**src/rtl/jesd204b_rx_lane_sync.sv**
```systemverilog
// JESD204B subclass-1 per-lane receiver: code group sync, ILAS check/capture,
// then aligned user data with start-of-multiframe marking and error monitoring.
module jesd204b_rx_lane_sync #(
    parameter int F_OCTETS   = 1,
    parameter int K_FRAMES   = 32,
    parameter int CGS_WORDS  = 4,
    parameter int ILAS_MF    = 4,
    parameter int ERR_THRESH = 2
) (
    input  logic         i_rxusrclk2,
    input  logic         i_rst_n,
    input  logic         i_link_en,
    input  logic         i_resync_req,
    input  logic         i_byte_aligned,
    input  logic [31:0]  i_rxdata,
    input  logic [3:0]   i_charisk,
    input  logic [3:0]   i_disperr,
    input  logic [3:0]   i_notintable,
    output logic         o_nsync,
    output logic [1:0]   o_state,
    output logic         o_ilas_done,
    output logic [111:0] o_ilas_cfg,
    output logic [31:0]  o_data,
    output logic         o_data_valid,
    output logic         o_somf,
    output logic [15:0]  o_err_cnt
);
    // state | meaning
    // 0     | SYNC_REQ: nSYNC low, counting consecutive good /K/ words
    // 1     | CGS_DONE: nSYNC high, waiting for the first /R/ of the ILAS
    // 2     | ILAS:     checking multiframe markers, capturing config octets
    // 3     | DATA:     delivering user data, monitoring octet errors
    localparam logic [1:0] S_SYNC_REQ = 2'd0;
    localparam logic [1:0] S_CGS_DONE = 2'd1;
    localparam logic [1:0] S_ILAS     = 2'd2;
    localparam logic [1:0] S_DATA     = 2'd3;

    localparam logic [7:0] C_K = 8'hBC;
    localparam logic [7:0] C_R = 8'h1C;
    localparam logic [7:0] C_A = 8'h7C;
    localparam logic [7:0] C_Q = 8'h9C;

    localparam int MF_WORDS = F_OCTETS * K_FRAMES / 4;
    localparam int WC_W     = $clog2(MF_WORDS);
    localparam int CG_W     = $clog2(CGS_WORDS + 1);
    localparam int MF_W     = $clog2(ILAS_MF + 1);

    localparam logic [WC_W-1:0] WC_LAST = WC_W'(MF_WORDS - 1);
    localparam logic [CG_W-1:0] CG_LAST = CG_W'(CGS_WORDS - 1);
    localparam logic [MF_W-1:0] MF_LAST = MF_W'(ILAS_MF - 1);
    localparam logic [7:0]      MFE_TH  = 8'(ERR_THRESH);

    logic [1:0]      r_state;
    logic [CG_W-1:0] r_cgs_cnt;
    logic [WC_W-1:0] r_wcnt;
    logic [MF_W-1:0] r_mf_idx;
    logic [7:0]      r_mf_err;
    logic            r_prev_k;
    logic [111:0]    r_ilas_cfg;
    logic            r_ilas_done;
    logic [31:0]     r_data;
    logic            r_data_valid;
    logic            r_somf;
    logic [15:0]     r_err_cnt;

    logic [3:0]  w_oct_err;
    logic        w_any_err;
    logic [2:0]  w_err_n;
    logic        w_good_k;
    logic        w_oct0_r;
    logic        w_oct1_q;
    logic        w_oct3_a;
    logic        w_wc_first;
    logic        w_wc_last;
    logic        w_ilas_fail;
    logic [7:0]  w_mf_err_nxt;
    logic        w_data_fail;
    logic [16:0] w_err_sum;

    assign w_oct_err  = i_disperr | i_notintable;
    assign w_any_err  = |w_oct_err;
    assign w_err_n    = 3'(w_oct_err[0]) + 3'(w_oct_err[1]) + 3'(w_oct_err[2]) + 3'(w_oct_err[3]);
    assign w_good_k   = (i_rxdata == {4{C_K}}) && (i_charisk == 4'hF) && !w_any_err && i_byte_aligned;
    assign w_oct0_r   = (i_rxdata[7:0]   == C_R) && i_charisk[0];
    assign w_oct1_q   = (i_rxdata[15:8]  == C_Q) && i_charisk[1];
    assign w_oct3_a   = (i_rxdata[31:24] == C_A) && i_charisk[3];
    assign w_wc_first = (r_wcnt == '0);
    assign w_wc_last  = (r_wcnt == WC_LAST);

    assign w_ilas_fail = w_any_err
                       || (w_wc_first && !w_oct0_r)
                       || (w_wc_last && !w_oct3_a)
                       || ((r_mf_idx == MF_W'(1)) && w_wc_first && !w_oct1_q);

    // Per-multiframe error tally restarts on the word at wcnt 0.
    assign w_mf_err_nxt = (w_wc_first ? 8'd0 : r_mf_err) + {5'd0, w_err_n};
    assign w_data_fail  = (w_mf_err_nxt >= MFE_TH) || (w_good_k && r_prev_k);
    assign w_err_sum    = {1'b0, r_err_cnt} + {14'd0, w_err_n};

    always_ff @(posedge i_rxusrclk2 or negedge i_rst_n) begin
        if (!i_rst_n) begin
            r_state      <= S_SYNC_REQ;
            r_cgs_cnt    <= '0;
            r_wcnt       <= '0;
            r_mf_idx     <= '0;
            r_mf_err     <= '0;
            r_prev_k     <= 1'b0;
            r_ilas_cfg   <= '0;
            r_ilas_done  <= 1'b0;
            r_data       <= '0;
            r_data_valid <= 1'b0;
            r_somf       <= 1'b0;
            r_err_cnt    <= '0;
        end else begin
            if (r_state == S_DATA)
                r_err_cnt <= w_err_sum[16] ? 16'hFFFF : w_err_sum[15:0];

            if (!i_link_en || i_resync_req) begin
                r_state      <= S_SYNC_REQ;
                r_cgs_cnt    <= '0;
                r_data_valid <= 1'b0;
                r_somf       <= 1'b0;
                r_ilas_done  <= 1'b0;
                if (r_state == S_ILAS)
                    r_ilas_cfg <= '0;
            end else begin
                case (r_state)
                    S_SYNC_REQ: begin
                        if (!w_good_k)
                            r_cgs_cnt <= '0;
                        else if (r_cgs_cnt == CG_LAST) begin
                            r_cgs_cnt <= '0;
                            r_state   <= S_CGS_DONE;
                        end else
                            r_cgs_cnt <= r_cgs_cnt + CG_W'(1);
                    end
                    S_CGS_DONE: begin
                        if (!w_good_k) begin
                            if (w_oct0_r && !w_any_err) begin
                                r_state  <= S_ILAS;
                                r_wcnt   <= WC_W'(1);
                                r_mf_idx <= '0;
                            end else
                                r_state <= S_SYNC_REQ;
                        end
                    end
                    S_ILAS: begin
                        if (w_ilas_fail) begin
                            r_state    <= S_SYNC_REQ;
                            r_cgs_cnt  <= '0;
                            r_ilas_cfg <= '0;
                        end else begin
                            // Multiframe 1 carries the link configuration.
                            if (r_mf_idx == MF_W'(1)) begin
                                if (w_wc_first)
                                    r_ilas_cfg[15:0] <= i_rxdata[31:16];
                                for (int w = 1; w <= 3; w++)
                                    if (r_wcnt == WC_W'(w))
                                        r_ilas_cfg[32*w-16 +: 32] <= i_rxdata;
                            end
                            if (w_wc_last) begin
                                r_wcnt <= '0;
                                if (r_mf_idx == MF_LAST) begin
                                    r_state     <= S_DATA;
                                    r_ilas_done <= 1'b1;
                                    r_mf_err    <= '0;
                                    r_prev_k    <= 1'b0;
                                end else
                                    r_mf_idx <= r_mf_idx + MF_W'(1);
                            end else
                                r_wcnt <= r_wcnt + WC_W'(1);
                        end
                    end
                    default: begin
                        r_mf_err <= w_mf_err_nxt;
                        r_prev_k <= w_good_k;
                        r_wcnt   <= w_wc_last ? '0 : r_wcnt + WC_W'(1);
                        if (w_data_fail) begin
                            r_state      <= S_SYNC_REQ;
                            r_data_valid <= 1'b0;
                            r_somf       <= 1'b0;
                            r_ilas_done  <= 1'b0;
                        end else begin
                            r_data       <= i_rxdata;
                            r_data_valid <= 1'b1;
                            r_somf       <= w_wc_first;
                        end
                    end
                endcase
            end
        end
    end

    assign o_nsync      = (r_state != S_SYNC_REQ);
    assign o_state      = r_state;
    assign o_ilas_done  = r_ilas_done;
    assign o_ilas_cfg   = r_ilas_cfg;
    assign o_data       = r_data;
    assign o_data_valid = r_data_valid;
    assign o_somf       = r_somf;
    assign o_err_cnt    = r_err_cnt;

endmodule

```
**config.mk**
```make
export PLATFORM = sky130hd
export DESIGN_NAME = jesd204b_rx_lane_sync
export DESIGN_NICKNAME = d
export VERILOG_FILES = /design/src/rtl/jesd204b_rx_lane_sync.sv
export SDC_FILE = /design/constraint.sdc
export NUM_CORES = 1
export LEC_CHECK = 0
export CAP_MARGIN = 20
export CORE_UTILIZATION = 44
export DETAILED_ROUTE_END_ITERATION = 6
export PLACE_DENSITY_LB_ADDON = 0.15
export SYNTH_ARGS = -nofsm -noshare
export SYNTH_HDL_FRONTEND = slang
export SYNTH_SLANG_ARGS = --single-unit
```
**constraint.sdc**
```tcl
create_clock -name i_rxusrclk2 -period 3.37 [get_ports i_rxusrclk2]
set_input_delay 0.5055 -clock i_rxusrclk2 [delete_from_list [all_inputs] [get_ports i_rxusrclk2]]
set_output_delay 0.5055 -clock i_rxusrclk2 [all_outputs]
set_load 0.03 [all_outputs]
```
==> metrics.md, run 1 <==
| Metric | Value |
|---|---|
| Run status | finished, violations left |
| Violations in the final reports | DRC, setup timing |
| Data required time at the worst endpoint | 3.69 ns |
| Type of the most critical hold path | primary input to async pin |
| Mean Syn Cell Area | 10.3 um2 |
| Clock edge transition at the registers on the reported setup and hold paths | 0.07 ns |
| Worst Path Arrival | around 3.8 ns |
| Cell area after placement | ~11000 um2 |
| Bufs on Longest Clock Path | 2 |
| Worst IR Drop VDD | 421 uV |
| Max-Slew Margin vs Limit | between 50% and 60% |
| Signed area change from the synthesized netlist to the final layout | 45.6% |
| Area of the core | 18100 um2 |
| Pin count of the biggest net entering global routing | 83 |
| Cts bufs inserted | 17 |
| GR Util All Layers | 24.8% |
| Share of the yosys chip area belonging to registers | 55.5% |
| Die H | 139 um |
| Via-per-instance ratio | 5.18 |
| Clock network latency to the later pin of the worst-skew pair | roughly 0.44 ns |
| Nets in the synthesized netlist | 872 |
| Max Clock Skew | 0.00939 ns |
| Count of cell types in the netlist | 62 |
| Post-synth top flop | dfrtp_1 |
| Final-stage net count | 1134 |
| Commonest cells after routing, fill and taps aside | clkdlybuf4s50_1, nand2_1, dfrtp_1 |
| Static Leak | 5.41 nW |
| Cell Pwr Density | between 400 and 500 nW/um2 |
| Flip-flop and latch count after synthesis | 183 |
| Share of post-route cells with drive strength above 1 | between 15 and 20% |
| Hold-fix buffers, CTS | 0 |
| Fmax | 0.289 GHz |
| Critical setup path kind | primary input to flip-flop |
| Most frequent standard cell in the layout excluding fill and tap cells | clkdlybuf4s50_1 |
| Clock power share | about two fifths |
| Area of the mapped netlist | 8250 um2 |
| Clock tree from TritonCTS | built |
| DR iter-0 viols | 386 |
| Total chip power | ~5.2 mW |
| Setup TNS | -2.30 ns |
| Sequential power share | a little over two fifths |
| Crit path time final | 3.46 ns |
| First-pass detailed-route iteration total | 7 |
| Count of placed standard cells including taps | 1260 |
| Internal power consumption | 3.75 mW |
| Count of final setup violators | 32 |
| Pre-CTS setup slack | -0.891 ns |
| Number of antenna violations at the first check in global routing | 0 |
| Buffer type at the clock tree root | clkbuf_16 |
| WL per Instance | about 18 um |
| Portion of total power attributed to combinational logic | 17.2% |
| CTS H-Tree Depth | 4 |
| Number of synthesized flops with an enable pin | 0 |
| Number of antenna cells inserted | 0 |
| Floorplan row count | 49 |
| Floorplan die width | roughly 140 um |
| RD Place Congestion | 0.829 |
| Post-route core utilization | around two thirds |
| Number of synthesis warnings | 0 |
| Number of nets with antenna violations after routing | 0 |
| Estimated wirelength of the detail-placed design | 16.5 mm |
| Leftover overflow at the end of global routing | 0 |
| Actual transition at the worst max-transition pin | 0.635 ns |
| Final non-filler cell area | 12000 um2 |
| Slew Limit Fails | 0 |
| Buffers added on ports | 214 |
| Synthesized netlist cell count | 797 |
| Initial core utilization | 45.4% |
| Wire length of the first global-routing pass | approximately 37 mm |
| Type of element launching the critical path | primary input |
| I/O pin cnt | 215 |
| DIE AREA | 19300 um2 |
| Sinks on the clock net | 183 |
| Ys async rst share | 100% |
| Switching Fraction | 27.7% |
| Vias in the first global route | 6650 |
| Setup repair after global routing missed its margin | true |
| Via total after detailed routing | around 6700 |
| Max capacitance violation total | 0 |
| Post-route DRC | 20 |
| Final hold violations | 0 |
| Period Utilization, post-route | 103% |
| Worst Setup End Kind | flip-flop |
| Count of non-filler cells in the finished layout | ~1300 |
| Total routed wirelength | 23.1 mm |
| Sw Pwr | 1.43 mW |
| Setup slack of the critical path after layout | -0.0892 ns |
| CP Max Fanout | 5 |
| Post-Route Hold Slack | 0.0456 ns |
-- layer usage --
layer  vias to the layer above  part of all wire (%)  GRT usage [%]
met5                         -                     0              0
met4                         0                   1.0           5.91
met3                        16                   5.5           5.28
met2                       190                    49           41.2
met1                      3284                    44           33.2
li1                       3252                     -              -
-- cell families (layout without fill, tap and decap cells) --
logic type                 after synthesis  in the layout  synth area share [%]
muxes                                   39             39                  6.57
and+or+nand+nor                        286            286                  15.5
adders and majority gates               28             28                  4.46
AOI/OAI and AO/OA                      184            184                  13.0
xor gates and xnor gates                13             13                  1.38
buffers and inverters                   64            339                  3.63
DFF                                    183            183                  55.5
-- synthesized netlist by cell type (3+ instances only) --
cell type,number,area (um2)
nand2_1,186,698
dfrtp_1,183,4580
o21ai_0,135,676
nor2_1,31,116
mux2_4,29,435
inv_1,24,90.1
ha_1,23,288
clkbuf_1,19,71.3
buf_2,14,70.1
nand3_1,13,65.1
a21oi_1,11,55.1
xnor2_1,7,61.3
a21o_1,6,45.0
a22o_1,6,52.6
and3_1,6,37.5
nor3_1,6,30.0
xor2_1,6,52.6
mux2_2,5,56.3
mux2i_1,5,50.1
nand4b_1,5,43.8
or3_1,5,31.3
and2_1,4,25.0
buf_6,4,45.0
nand2b_1,4,25.0
nand4_1,4,25.0
nor4_1,4,25.0
fa_1,3,60.1
o21a_1,3,22.5
o22ai_1,3,18.8
or2_2,3,18.8
-- worst max-delay path, stage by stage --
cell	delay (ns)
buf_6	0.07
nor2_4	0.03
fa_1	0.54
inv_2	0.06
ha_4	0.17
xnor2_4	0.24
ha_4	0.24
nand2_4	0.08
nor4b_4	0.05
o311a_4	0.39
xor2_2	0.16
a2111oi_4	0.44
nand3_4	0.16
buf_12	0.18
buf_12	0.14
mux2_4	0.29
-- cell type report --
cell class	instances	area [um2]
Multi-Input combinational cell	550	3590
Inverter	24	92.6
Clock inverter	14	158
Fill cell	1434	6140
Timing Repair Buffer	283	2860
Clock buffer	18	439
Tap cell	229	287
Sequential cell	183	4580
-- power groups by stage --
stage / Combinational, mW / Sequential, mW / Clock [mW]
6_report: 0.894 / 2.28 / 2.01
4_1_cts: 0.835 / 2.27 / 2.04
2_1_floorplan: 0.409 / 2.32 / 0
5_1_grt: 0.983 / 2.28 / 2.14
3_5_place_dp: 0.755 / 2.31 / 0
3_3_place_gp: 0.741 / 2.31 / 0
-- path summary, 6_finish.rpt --
path,slack [ns],from,cells past startpoint,endpoint
setup / recovery,-0.09,i_notintable[0],16,o_data[17]
hold / removal,0.05,i_rst_n,1,o_ilas_cfg[98]
setup reg to reg,-0.04,r_wcnt[0],14,o_data[17]
hold reg to reg,0.48,o_ilas_cfg[80],2,o_ilas_cfg[80]
max in group asynchronous,2.39,i_rst_n,2,o_ilas_cfg[27]
min in group i_rxusrclk2,0.48,o_ilas_cfg[80],2,o_ilas_cfg[80]
-- timing repair --
item / CTS / global route
endpoints found under the setup margin: 37 / 34
gates resized for setup: 40 / 12
setup buffers: 6 / 0
cloned: 4 / 0
pin swaps: 17 / 13
-- state kept, by name (all words and copies together) (netlist names) --
signal	cells
o_data	32
o_data_valid	1
o_err_cnt	16
o_ilas_cfg	112
o_ilas_done	1
o_somf	1
o_state	2
r_cgs_cnt	3
r_mf_err	8
r_mf_idx	3
r_prev_k	1
r_wcnt	3
(Power assumes the default switching activity.)
==> inputs of run 2 (changes only) <==
- PLACE_DENSITY: not set -> 0.82
- PLACE_DENSITY_LB_ADDON: 0.15 -> not set
==> metrics.md, run 2 (synthesis results as in run 1) <==
| Metric | Value |
|---|---|
| Run status | finished, violations left (unchanged) |
| Violations in the final reports | DRC, setup timing (unchanged) |
| Actual transition at the worst max-transition pin | 0.707 ns (was 0.635 ns) |
| Slew Limit Fails | 0 (unchanged) |
| Max-Slew Margin vs Limit | 52.9% (was 57.6%) |
| Cts bufs inserted | 17 (unchanged) |
| Total routed wirelength | 23.4 mm (was 23.1 mm) |
| Clock tree from TritonCTS | built (unchanged) |
| Data required time at the worst endpoint | 3.68 ns (was 3.69 ns) |
| DR iter-0 viols | 408 (was 386) |
| Buffer type at the clock tree root | clkbuf_16 (unchanged) |
| Type of the most critical hold path | primary input to async pin (unchanged) |
| Worst Path Arrival | 3.87 ns (was 3.78 ns) |
| Post-route core utilization | 65.8% (was 66.2%) |
| Die H | 139 um (unchanged) |
| Final-stage net count | 1132 (was 1134) |
| Wire length of the first global-routing pass | 37.1 mm (was 37.0 mm) |
| Type of element launching the critical path | primary input (unchanged) |
| Final hold violations | 0 (unchanged) |
| Critical setup path kind | primary input to flip-flop (unchanged) |
| Max capacitance violation total | 0 (unchanged) |
| Floorplan die width | 139 um (unchanged) |
| Hold-fix buffers, CTS | 0 (unchanged) |
| Initial core utilization | 45.4% (unchanged) |
| Setup slack of the critical path after layout | -0.190 ns (was -0.0892 ns) |
| Fmax | 0.281 GHz (was 0.289 GHz) |
| Cell Pwr Density | 431 nW/um2 (was 432 nW/um2) |
| Pin count of the biggest net entering global routing | 86 (was 83) |
| Signed area change from the synthesized netlist to the final layout | 44.9% (was 45.6%) |
| Cell type group with the largest total delay on the critical path | adder cells (unchanged) |
| DIE AREA | 19300 um2 (unchanged) |
| GR Util All Layers | 24.7% (was 24.8%) |
| Worst Setup End Kind | flip-flop (unchanged) |
| Floorplan row count | 49 (unchanged) |
| Area of the core | 18100 um2 (unchanged) |
| CP Max Fanout | 9 (was 5) |
| Share of post-route cells with drive strength above 1 | 16.4% (was 16.7%) |
| Period Utilization, post-route | 106% (was 103%) |
| Post-route DRC | 19 (was 20) |
| Sinks on the clock net | 183 (unchanged) |
| Cell-by-cell trace of the critical path | buf_6 -> nor2_4 -> fa_1 -> inv_2 -> ha_4 -> xnor2_4 -> fa_2 -> a21oi_2 -> or3_4 -> mux2_4 -> o211ai_1 -> a2111oi_4 -> nand3_4 -> buf_12 -> buf_12 -> buf_16 -> mux2_4 (was buf_6 -> nor2_4 -> fa_1 -> inv_2 -> ha_4 -> xnor2_4 -> ha_4 -> nand2_4 -> nor4b_4 -> o311a_4 -> xor2_2 -> a2111oi_4 -> nand3_4 -> buf_12 -> buf_12 -> mux2_4) |
| Clock network latency to the later pin of the worst-skew pair | 0.43 ns (was 0.44 ns) |
| Commonest cells after routing, fill and taps aside | clkdlybuf4s50_1, nand2_1, dfrtp_1 (unchanged) |
| Buffers added on ports | 214 (unchanged) |
| Count of final setup violators | 32 (unchanged) |
| Buf+Inv Stages, Crit Path | 5 (was 4) |
| Most frequent standard cell in the layout excluding fill and tap cells | clkdlybuf4s50_1 (unchanged) |
| WL per Instance | 18.0 um (was 17.7 um) |
| Number of antenna cells inserted | 0 (unchanged) |
| CTS H-Tree Depth | 4 (unchanged) |
| Via total after detailed routing | 6884 (was 6742) |
| Setup TNS | -4.38 ns (was -2.30 ns) |
| Flip-flop count of the largest register, all copies and words added | 112 (unchanged) |
| Max Clock Skew | 0.0157 ns (was 0.00939 ns) |
| CP max-delay cell | fa_1 (unchanged) |
| Via-per-instance ratio | 5.30 (was 5.18) |
| Crit path time final | 3.56 ns (was 3.46 ns) |
| Estimated wirelength of the detail-placed design | 16.8 mm (was 16.5 mm) |
| Clock edge transition at the registers on the reported setup and hold paths | 0.07 ns (about the same) |
| RD Place Congestion | 0.903 (was 0.829) |
| Leftover overflow at the end of global routing | 0 (unchanged) |
| I/O pin cnt | 215 (unchanged) |
| Vias in the first global route | 6783 (was 6650) |
| Bufs on Longest Clock Path | 2 (unchanged) |
| Setup repair after global routing missed its margin | true (unchanged) |
| Number of nets with antenna violations after routing | 0 (unchanged) |
| Static Leak | 5.37 nW (was 5.41 nW) |
| Number of antenna violations at the first check in global routing | 0 (unchanged) |
| Worst IR Drop VDD | 332 uV (was 421 uV) |
| Delay of the slowest cell on the worst path | 0.54 ns (about the same) |
| First-pass detailed-route iteration total | 7 (unchanged) |
-- run 2: area by class of cell --
type | count | area, um2
fillers | 1391 | 6200
flip-flops and latches | 183 | 4580
inverters | 24 | 92.6
multi-input cells | 550 | 3580
well taps | 229 | 287
clock buffers | 17 | 425
clock inverters | 15 | 158
repair buffers | 281 | 2830
-- run 2: stage by stage --
stage / total power [mW] / cells / setup slack (ns) / hold slack (ns) / cell area [um2]
2_1_floorplan: 2.73 / 797 / -0.317 / 0.210 / 8370
3_3_place_gp: 3.07 / 1258 / -0.849 / 0.460 / 11100
3_5_place_dp: 3.10 / 1258 / -0.969 / 0.469 / 11100
4_1_cts: 5.13 / 1299 / -0.118 / 0.139 / 11900
5_1_grt: 5.35 / 1299 / -0.282 / 0.179 / 11900
6_report: 5.15 / 1299 / -0.190 / 0.123 / 11900
-- run 2: timing repair --
action	CTS	global route
hold endpoints to repair	0	0
cloned	3	0
pin swaps	18	0
gates resized for setup	43	7
endpoints found under the setup margin	37	34
buffers inserted	6	0
-- run 2: worst reg2reg max path: stages (launching register included) --
cell and delay, ns:
dfrtp_1 0.38, inv_1 0.08, ha_1 0.18, nand2b_2 0.14, nand2_1 0.20, inv_1 0.11
ha_4 0.26, a21o_1 0.19, o311a_4 0.40, xor2_2 0.17, a2111oi_4 0.39, nand3_4 0.14
buf_12 0.15, buf_12 0.13, buf_16 0.15, mux2_4 0.30
-- run 2: final timing paths --
| kind | startpoint | to | slack [ns] | cells after the start |
|---|---|---|---|---|
| worst max-delay path | i_disperr[0] | o_data[14] | -0.19 | 17 |
| worst min register to register | o_ilas_cfg[10] | o_ilas_cfg[10] | 0.48 | 2 |
| worst min-delay path | i_rst_n | o_data[4] | 0.12 | 1 |
| min in group i_rxusrclk2 | o_ilas_cfg[10] | o_ilas_cfg[10] | 0.48 | 2 |
| worst max register to register | r_wcnt[1] | o_data[14] | -0.10 | 15 |
| max in group asynchronous | i_rst_n | o_ilas_cfg[56] | 2.45 | 2 |
-- run 2: routing by layer --
layer  wire length, um  part of all wire, %  global-route usage (%)  vias to the layer above
li1                  -                    -                       -                     3248
met1              9940                   42                    31.9                     3339
met2             11400                   49                    40.8                      258
met3              1470                  6.3                    5.63                       39
met4               561                  2.4                    9.01                        0
met5                 0                    0                       0                        -
-- run 2: power breakdown --
group	switching (mW)	leakage (nW)	total [mW]	internal [mW]
Sequential	0.0390	2.54	2.27	2.24
Clock	0.936	0.268	1.99	1.05
Combinational	0.463	2.56	0.891	0.428
Total	1.44	5.37	5.15	3.71
